File: config.mk
export PLATFORM = sky130hd
export DESIGN_NAME = alu_mc
export DESIGN_NICKNAME = d
export VERILOG_FILES = /design/src/rtl/alu_mc_pkg.sv /design/src/rtl/alu_mc_iter.sv /design/src/rtl/alu_mc.sv
export SDC_FILE = /design/constraint.sdc
export NUM_CORES = 1
export LEC_CHECK = 0
export CELL_PAD_IN_SITES_DETAIL_PLACEMENT = 0
export CELL_PAD_IN_SITES_GLOBAL_PLACEMENT = 1
export CORE_ASPECT_RATIO = 0.7
export CORE_UTILIZATION = 42
export DETAILED_ROUTE_END_ITERATION = 10
export PLACE_DENSITY_LB_ADDON = 0.1
export RECOVER_POWER = 100
export SLEW_MARGIN = 20
export SYNTH_ARGS = -nofsm -noshare
export SYNTH_HDL_FRONTEND = slang
export SYNTH_SLANG_ARGS = --single-unit
File: constraint.sdc
create_clock -name clk -period 5.3 [get_ports clk]
set_input_delay 0.795 -clock clk [delete_from_list [all_inputs] [get_ports clk]]
set_output_delay 0.795 -clock clk [all_outputs]
set_load 0.05 [all_outputs]
File: src/rtl/alu_mc_pkg.sv
// alu_mc shared types: op encodings, FSM states and op classification.
// Optional flag outputs are enabled by ALU_MC_FLAGS_EN.
package alu_mc_pkg;

  typedef enum logic [3:0] {
    ALU_AND  = 4'b0000,
    ALU_OR   = 4'b0001,
    ALU_ADD  = 4'b0010,
    ALU_NOR  = 4'b0011,
    ALU_SUB  = 4'b0100,
    ALU_SLT  = 4'b0101,
    ALU_SLL  = 4'b0110,
    ALU_SRL  = 4'b0111,
    ALU_SRA  = 4'b1000,
    ALU_SLTU = 4'b1001,
    ALU_XOR  = 4'b1010,
    ALU_MUL  = 4'b1011,
    ALU_DIVU = 4'b1100
  } alu_op_t;

  typedef enum logic [1:0] {
    S_IDLE = 2'd0,
    S_BUSY = 2'd1,
    S_DONE = 2'd2
  } alu_state_t;

  localparam logic [3:0] OP_MUL  = ALU_MUL;
  localparam logic [3:0] OP_DIVU = ALU_DIVU;

  function automatic logic is_multicycle(input logic [3:0] op);
    return (op == OP_MUL) || (op == OP_DIVU);
  endfunction

endpackage

File: src/rtl/alu_mc_iter.sv
// Shared one-bit-per-cycle datapath: shift-add multiply, restoring divide.
// hi/lo hold acc/multiplier (mul) or remainder/quotient (divu).
module alu_mc_iter import alu_mc_pkg::*; #(
  parameter int N = 32
) (
  input  logic         clk,
  input  logic         rst,
  input  logic         start_i,
  input  logic         div_i,
  input  logic [N-1:0] a_i,
  input  logic [N-1:0] b_i,
  output logic         done_o,
  output logic [N-1:0] lo_o,
  output logic [N-1:0] hi_o
);

  localparam int CW = $clog2(N) + 1;

  logic [CW-1:0] cnt_q, cnt_d;
  logic          div_q, div_d;
  logic [N-1:0]  m_q, m_d;
  logic [N-1:0]  hi_q, hi_d;
  logic [N-1:0]  lo_q, lo_d;
  logic [N:0]    sum;
  logic [N:0]    rsh;
  logic [N:0]    dif;
  logic          dz;

  always_comb begin
    cnt_d = cnt_q;
    div_d = div_q;
    m_d   = m_q;
    hi_d  = hi_q;
    lo_d  = lo_q;
    sum   = {1'b0, hi_q} + (lo_q[0] ? {1'b0, m_q} : '0);
    rsh   = {hi_q, lo_q[N-1]};
    dif   = rsh - {1'b0, m_q};
    // divide by zero must keep every quotient bit set
    dz    = (m_q == '0);
    if (start_i) begin
      cnt_d = CW'(N);
      div_d = div_i;
      m_d   = div_i ? b_i : a_i;
      hi_d  = '0;
      lo_d  = div_i ? a_i : b_i;
    end else if (cnt_q != '0) begin
      cnt_d = cnt_q - CW'(1);
      if (div_q) begin
        if (!dif[N] || dz) begin
          hi_d = dif[N-1:0];
          lo_d = {lo_q[N-2:0], 1'b1};
        end else begin
          hi_d = rsh[N-1:0];
          lo_d = {lo_q[N-2:0], 1'b0};
        end
      end else begin
        {hi_d, lo_d} = {sum, lo_q[N-1:1]};
      end
    end
  end

  always_ff @(posedge clk or posedge rst) begin
    if (rst) begin
      cnt_q <= '0;
      div_q <= 1'b0;
      m_q   <= '0;
      hi_q  <= '0;
      lo_q  <= '0;
    end else begin
      cnt_q <= cnt_d;
      div_q <= div_d;
      m_q   <= m_d;
      hi_q  <= hi_d;
      lo_q  <= lo_d;
    end
  end

  // final iteration's values are handed over as the counter hits zero
  assign done_o = (cnt_q == CW'(1));
  assign lo_o   = lo_d;
  assign hi_o   = hi_d;

endmodule

File: src/rtl/alu_mc.sv
// Multi-cycle execute-stage ALU with valid/ready handshakes.
// Define ALU_MC_FLAGS_EN to add registered ovf/neg outputs.
module alu_mc import alu_mc_pkg::*; #(
  parameter int N = 32
) (
  input  logic         clk,
  input  logic         rst,
  input  logic         in_valid,
  output logic         in_ready,
  input  logic [N-1:0] a,
  input  logic [N-1:0] b,
  input  logic [3:0]   op,
  output logic         out_valid,
  input  logic         out_ready,
  output logic [N-1:0] y,
  output logic [N-1:0] y_hi,
  output logic         zero
`ifdef ALU_MC_FLAGS_EN
  ,
  output logic         ovf,
  output logic         neg
`endif
);

  localparam int SHW = $clog2(N);

  alu_state_t   state_q, state_d;
  logic [N-1:0] y_q, y_d;
  logic [N-1:0] yhi_q, yhi_d;
  logic         zero_q, zero_d;
  logic [N-1:0] res;
  logic [N-1:0] sum;
  logic [N-1:0] dif;
  logic [SHW-1:0] sh;
  logic         start;
  logic         it_done;
  logic [N-1:0] it_lo;
  logic [N-1:0] it_hi;

  assign sum = a + b;
  assign dif = a - b;
  assign sh  = b[SHW-1:0];

  always_comb begin
    res = '0;
    unique case (op)
      ALU_AND:  res = a & b;
      ALU_OR:   res = a | b;
      ALU_ADD:  res = sum;
      ALU_NOR:  res = ~(a | b);
      ALU_SUB:  res = dif;
      ALU_SLT:  res = {{(N-1){1'b0}}, $signed(a) < $signed(b)};
      ALU_SLL:  res = a << sh;
      ALU_SRL:  res = a >> sh;
      ALU_SRA:  res = $unsigned($signed(a) >>> sh);
      ALU_SLTU: res = {{(N-1){1'b0}}, a < b};
      ALU_XOR:  res = a ^ b;
      default:  res = '0;
    endcase
  end

`ifdef ALU_MC_FLAGS_EN
  logic ovf_q, ovf_d;
  logic neg_q, neg_d;
  logic ovf_c;

  always_comb begin
    ovf_c = 1'b0;
    if (op == ALU_ADD)
      ovf_c = (a[N-1] == b[N-1]) && (sum[N-1] != a[N-1]);
    else if (op == ALU_SUB)
      ovf_c = (a[N-1] != b[N-1]) && (dif[N-1] != a[N-1]);
  end
`endif

  alu_mc_iter #(.N(N)) u_iter (
    .clk     (clk),
    .rst     (rst),
    .start_i (start),
    .div_i   (op == OP_DIVU),
    .a_i     (a),
    .b_i     (b),
    .done_o  (it_done),
    .lo_o    (it_lo),
    .hi_o    (it_hi)
  );

  always_comb begin
    state_d = state_q;
    y_d     = y_q;
    yhi_d   = yhi_q;
    zero_d  = zero_q;
    start   = 1'b0;
`ifdef ALU_MC_FLAGS_EN
    ovf_d   = ovf_q;
    neg_d   = neg_q;
`endif
    unique case (state_q)
      S_IDLE: begin
        if (in_valid) begin
          if (is_multicycle(op)) begin
            start   = 1'b1;
            state_d = S_BUSY;
          end else begin
            state_d = S_DONE;
            y_d     = res;
            yhi_d   = '0;
            zero_d  = (res == '0);
`ifdef ALU_MC_FLAGS_EN
            ovf_d   = ovf_c;
            neg_d   = res[N-1];
`endif
          end
        end
      end
      S_BUSY: begin
        if (it_done) begin
          state_d = S_DONE;
          y_d     = it_lo;
          yhi_d   = it_hi;
          zero_d  = (it_lo == '0);
`ifdef ALU_MC_FLAGS_EN
          ovf_d   = 1'b0;
          neg_d   = it_lo[N-1];
`endif
        end
      end
      S_DONE: begin
        if (out_ready) state_d = S_IDLE;
      end
      default: state_d = S_IDLE;
    endcase
  end

  always_ff @(posedge clk or posedge rst) begin
    if (rst) begin
      state_q <= S_IDLE;
      y_q     <= '0;
      yhi_q   <= '0;
      zero_q  <= 1'b0;
    end else begin
      state_q <= state_d;
      y_q     <= y_d;
      yhi_q   <= yhi_d;
      zero_q  <= zero_d;
    end
  end

`ifdef ALU_MC_FLAGS_EN
  always_ff @(posedge clk or posedge rst) begin
    if (rst) begin
      ovf_q <= 1'b0;
      neg_q <= 1'b0;
    end else begin
      ovf_q <= ovf_d;
      neg_q <= neg_d;
    end
  end

  assign ovf = ovf_q;
  assign neg = neg_q;
`endif

  assign in_ready  = (state_q == S_IDLE);
  assign out_valid = (state_q == S_DONE);
  assign y         = y_q;
  assign y_hi      = yhi_q;
  assign zero      = zero_q & out_valid;

endmodule

==> impl_metrics.ini, run 1 <==
[synthesis]
async_flop_share_pct = 100
synth-compound-area-share_pct = 28.0
netlist.area_leader.share_pct = 19.1
synthMuxAreaShare_pct = 10.9
synthTopCellsByArea = dfrtp_1, ha_1, nand2_1
synth-edff-count = 0
synth.largest_area_cell = dfrtp_1
ys_warn_count = 0
ys.flop_type = dfrtp_1
syn-instance-count = 2973
ys_ff_latch = 170
synthAdderAreaFrac_pct = 10.2
synth_top_family_by_area = compound AO/OA/AOI/OAI gates
avgSynthCellArea_um2 = 7.49
ys_types = 95
synth_seq_area_share_pct = 19.1
synth-xor-area-share_pct = 3.50
syn-num-nets = 3224
post_synth_and_or_nand_nor_area_fraction_pct = 21.3
synth_area_um2 = 22300

[grt]
grt-ovfl-total = 0
grt_antenna_before_repair = 3
grt_pass1_vias = 23900
grt_pass1_wl_um = 164000
grtUsageTotal_pct = 41.0
grt_max_degree = 80

[clock_tree]
clockBufferDepth = 2
path_clk_slew_ps = 80
clk_latency_ps = 470
root_buffer = clkbuf_16
cts-resized-gates = 0
clock-sinks = 170
cts_hold_buf = 0
cts_setup_buffers = 0
cts_tree = yes
htree_levels = 4
numCtsBuffers = 17

[hold_path]
hold_class = flip-flop to flip-flop

[timing]
rsz0062_at_grt = false
fin_setup_tns_ps = 0
setup_viol = 0
drv_slew = 80
clock_skew_ps = 13.4
max_slew.worst_pin.slew_ps = 2130
period_needed_ps = 5160
fmax_ghz = 0.194
final.setup.worst_slack_ps = 139
max-slew-margin-rel_pct = -41.8
finalCritPeriodShare_pct = 97.4
whs_ps = 474
hold_viol = 0

[finish]
drive_above_1_share_pct = 12.3
fin_util_pct = 50.0
multiInputGateArea_um2 = 16500
fin_nets = 3428
fillers = 5255
regArea_um2 = 4260
area_growth_pct = 17.5

[placement]
hpwl_um = 89100
port_buffers = 138
dpl_worst_slack_ps = 6.57
routabilityCongestion = 1.10

[power]
p_leak_nw = 11.7
ir_worst_vdd_uv = 390
finalPower_mw = 13.5
powerDensity_nw_per_um2 = 517

[status]
violations = max-capacitance violations, max-slew violations
status = complete, but fails checks

[flow_run]
maxCapViolCount = 1

[floorplanning]
coreArea_um2 = 52300
io_pins = 139
start_util_pct = 42.6
rows = 70
die-area_um2 = 54000
fp.dieH_um = 195
dieWidth_um = 277

[drt]
drt_iter0_markers = 4183
drcViolationCount = 0
wl_per_cell_um = 29.2
ant_nets = 0
vias_per_cell = 6.70
vias = 26000
wl_um = 113000
firstDrtPassIters = 6

[setup_path]
crit_arrival_ps = 5540
path_max_fanout = 11
path_class = input pin to flip-flop
cp_data_required_time_ps = 5680
endpoint_kind = flip-flop
cp-start-kind = input pin
r2r_slack_ps = 340
stage by stage:
step                instances  cell area (um2)
floorplan                2973            22300
global placement         3842            25700
global route             3874            26200
detailed placement       3842            25700
CTS                      3874            26300
finish                   3876            26200
per-layer routing:
layer  wire length (um)  global-route usage, %  vias to the layer above
met4               3230                   10.4                        0
li1                   -                      -                    11300
met2              42600                   53.7                     1751
met1              51700                   62.6                    12800
met3              15500                   13.4                      202
met5                  0                      0                        -
registers in the layout, summed over array words and instances, names as in the netlist:
register / count
u_iter.hi_q: 32
u_iter.lo_q: 32
u_iter.m_q: 32
y: 32
y_hi: 32
u_iter.cnt_q: 6
state_q: 2
u_iter.div_q: 1
zero_q: 1
power by group:
group	internal [mW]	switching, mW
logic	3.72	5.89
clock network	0.705	0.613
registers	1.88	0.719
final cells by class:
type,count,area share [%]
clock buffers,18,1.64
multi-input cells,2426,63.0
diodes,2,0.0191
inverters,154,2.21
repair buffers,408,13.0
clock inverters,14,0.607
flip-flops and latches,170,16.3
well taps,684,3.27
placed cells by master, fill, tap and decap left out, types with 31 or more instances in the layout:
cell and instances:
o211ai_1 41, a21oi_1 208, xnor2_1 63, clkdlybuf4s50_1 63
mux2i_1 118, a21o_1 36, a31oi_1 91, o21ai_0 200
nor3_1 67, a211oi_1 71, dlygate4sd3_1 70, dfrtp_1 169
nand3_1 49, nand2_1 357, inv_1 151, mux4_2 33
buf_4 230, and2_1 45, o22ai_1 32, nor2_1 286
ha_1 175, nor4_1 31, a22oi_1 45
path summary, 6_finish.rpt:
kind,endpoint,startpoint,depth (start not counted)
max,zero_q,op[2],13
min,y_hi[3],y_hi[3],2
max reg2reg,zero_q,u_iter.lo_q[31],15
min reg2reg,y_hi[3],y_hi[3],2
max in group asynchronous,y[30],rst,3
min in group asynchronous,u_iter.hi_q[0],rst,2
synthesized netlist by cell type (all sizes together), types with 32 or more instances:
| library cell | n |
|---|---|
| o211ai | 41 |
| nand2 | 357 |
| nor2 | 289 |
| inv | 154 |
| dfrtp | 170 |
| mux2i | 118 |
| buf | 54 |
| o22ai | 32 |
| nor3 | 69 |
| o21ai | 203 |
| mux4 | 41 |
| xnor2 | 63 |
| ha | 175 |
| a22oi | 46 |
| and2 | 50 |
| nor4 | 33 |
| a211oi | 71 |
| a21oi | 211 |
| clkbuf | 169 |
| a21o | 37 |
| a31oi | 91 |
| nand3 | 50 |
worst max-delay path, stage by stage:
cell	delay, ps
dlygate4sd3_1	850
clkbuf_1	540
or2_0	460
nor2_2	160
and3_1	200
a2111oi_0	330
nor4bb_1	680
o211ai_1	310
nor4_1	310
nand4_1	210
nor4_2	300
nand4_1	170
o31ai_2	200
kinds of logic (layout without fill, tap and decap cells):
logic type,count (synthesis),count (layout)
AO/OA/AOI/OAI,952,952
XOR/XNOR,89,89
adder cells (fa/ha/maj),179,179
buffers and inverters,377,594
flip-flops,170,170
multiplexers,185,185
other,0,2
AND/OR/NAND/NOR,1021,1021
Power figures use the tool's default switching activity.
==> run 2: changes to the inputs <==
--- a/config.mk
+++ b/config.mk
@@ -5,9 +5,11 @@
 export SDC_FILE = /design/constraint.sdc
 export NUM_CORES = 1
 export LEC_CHECK = 0
+export CAP_MARGIN = 20
 export CELL_PAD_IN_SITES_DETAIL_PLACEMENT = 0
 export CELL_PAD_IN_SITES_GLOBAL_PLACEMENT = 1
 export CORE_ASPECT_RATIO = 0.7
+export CORE_MARGIN = 2
 export CORE_UTILIZATION = 42
 export DETAILED_ROUTE_END_ITERATION = 10
 export PLACE_DENSITY_LB_ADDON = 0.1
==> impl_metrics.ini, run 2 (synthesis gave the netlist of run 1 again) <==
[setup_path]
crit_arrival_ps = 5720
cp-start-kind = input pin
endpoint_kind = flip-flop
path_class = input pin to flip-flop
cp_data_required_time_ps = 5670
reg2reg_to = zero_q
path_max_fanout = 18
rr_worst_depth = 16
r2r_slack_ps = 330
rr_startpoint = u_iter.lo_q[31]

[drt]
ant_nets = 0
wl_um = 112000
drt_iter0_markers = 4025
firstDrtPassIters = 7
vias = 25800
vias_per_cell = 6.63
drcViolationCount = 0
wl_per_cell_um = 28.7

[clock_tree]
clk_latency_ps = 470
root_buffer = clkbuf_16
clockBufferDepth = 2
numCtsBuffers = 17
cts_setup_buffers = 0
cts_hold_buf = 0
htree_levels = 4
cts-resized-gates = 0
path_clk_slew_ps = 80
clock-sinks = 170
cts_tree = yes

[hold_path]
hold_class = flip-flop to flip-flop
holdPathEnd = y_hi[14]
hold_path_depth = 2
hold_start = y_hi[14]

[timing]
rsz0062_at_grt = false
final.setup.worst_slack_ps = -47.2
clock_skew_ps = 18.6
drv_slew = 50
fmax_ghz = 0.187
finalCritPeriodShare_pct = 101
setup_viol = 2
period_needed_ps = 5350
hold_viol = 0
max-slew-margin-rel_pct = -49.4
max_slew.worst_pin.slew_ps = 2240

[placement]
place_inst = 3861
routabilityCongestion = 1.06
dpl_worst_slack_ps = 146
port_buffers = 138
hpwl_um = 88200

[power]
switchingPower_mw = 7.21
finalPower_mw = 13.7
p_leak_nw = 11.8
swShare_pct = 52.7
powerDensity_nw_per_um2 = 517
power_frac_comb_pct = 71.2
ir_worst_vdd_uv = 423
p_int_mw = 6.46
p_seq_share_pct = 18.9
clockPowerShare_pct = 9.9

[floorplanning]
fp.dieH_um = 197
coreArea_um2 = 52300
rows = 70
die-area_um2 = 54900
start_util_pct = 42.6
io_pins = 139
dieWidth_um = 279

[finish]
fin_nets = 3447
layout_commonest_cell = nand2_1
final_cell_mix = nand2_1, nor2_1, buf_4, a21oi_1, o21ai_0
area_growth_pct = 18.6
layout.cells.non_filler = 3896
multiInputGateArea_um2 = 16500
fillers = 5131
regArea_um2 = 4260
drive_above_1_share_pct = 12.9

[flow_run]
maxCapViolCount = 2

[status]
violations = max-capacitance violations, max-slew violations, negative setup slack
status = complete, but fails checks

[grt]
grtUsageTotal_pct = 40.0
grt_busiest_layer = met1
grt_max_degree = 126
use_met2_pct = 51.8
grt_pass1_vias = 23900
grt_antenna_before_repair = 9
grt.met1_usage_pct = 59.8
grt-ovfl-total = 0
met3_usage_pct = 16.0
grt_pass1_wl_um = 163000
run 2: layout make-up:
| class | count | area share (%) |
|---|---|---|
| multi-input combinational | 2426 | 62.5 |
| sequential | 170 | 16.1 |
| timing repair buffer | 427 | 13.6 |
| tap | 684 | 3.24 |
| inverter | 154 | 2.19 |
| clock buffer | 18 | 1.62 |
| clock inverter | 14 | 0.663 |
| antenna | 3 | 0.0284 |
run 2: power by group through the flow:
stage | registers [mW] | clock network, mW | logic (mW)
3_5_place_dp | 2.59 | 0 | 9.60
3_3_place_gp | 2.58 | 0 | 9.47
5_1_grt | 2.65 | 1.42 | 10.6
2_1_floorplan | 2.76 | 0 | 6.28
6_report | 2.59 | 1.35 | 9.72
4_1_cts | 2.57 | 1.37 | 9.66
run 2: stage by stage:
stage | setup TNS [ps] | cell area [um2] | hold slack (ps) | util, %
after floorplan | 0 | 22300 | 459 | -
after global routing | 0 | 26400 | 497 | 50.5
final | -48.3 | 26400 | 476 | 50.5
after detailed placement | 0 | 25900 | 470 | 49.6
after global placement | 0 | 25900 | 465 | 49.6
after CTS | 0 | 26500 | 486 | 50.8
run 2: per-layer routing:
metal	share of wire (%)	wire length (um)
met5	0.046	51
met4	2.9	3300
met3	14	15900
met2	37	41500
met1	46	51200
run 2: how the worst max path moves through the flow:
stage,startpoint,to,slack [ps],depth (start not counted)
2_1_floorplan,b[3],zero_q,760,16
3_3_place_gp,a[2],zero_q,170,15
3_5_place_dp,a[0],zero_q,150,15
4_1_cts,u_iter.lo_q[31],y_hi[8],530,16
5_1_grt,op[2],zero_q,50,13
6_report,op[2],y[25],-50,14
run 2: worst max-delay path: stages:
cell and delay, ps:
dlygate4sd3_1 840, clkbuf_1 630, nand2b_1 240, nor3_1 1230, clkbuf_1 340, buf_4 330
nand2_1 80, a21oi_1 130, nor4_1 70, o31a_1 140, a22oi_1 430, buf_4 190
mux2i_1 50, o21ai_0 180
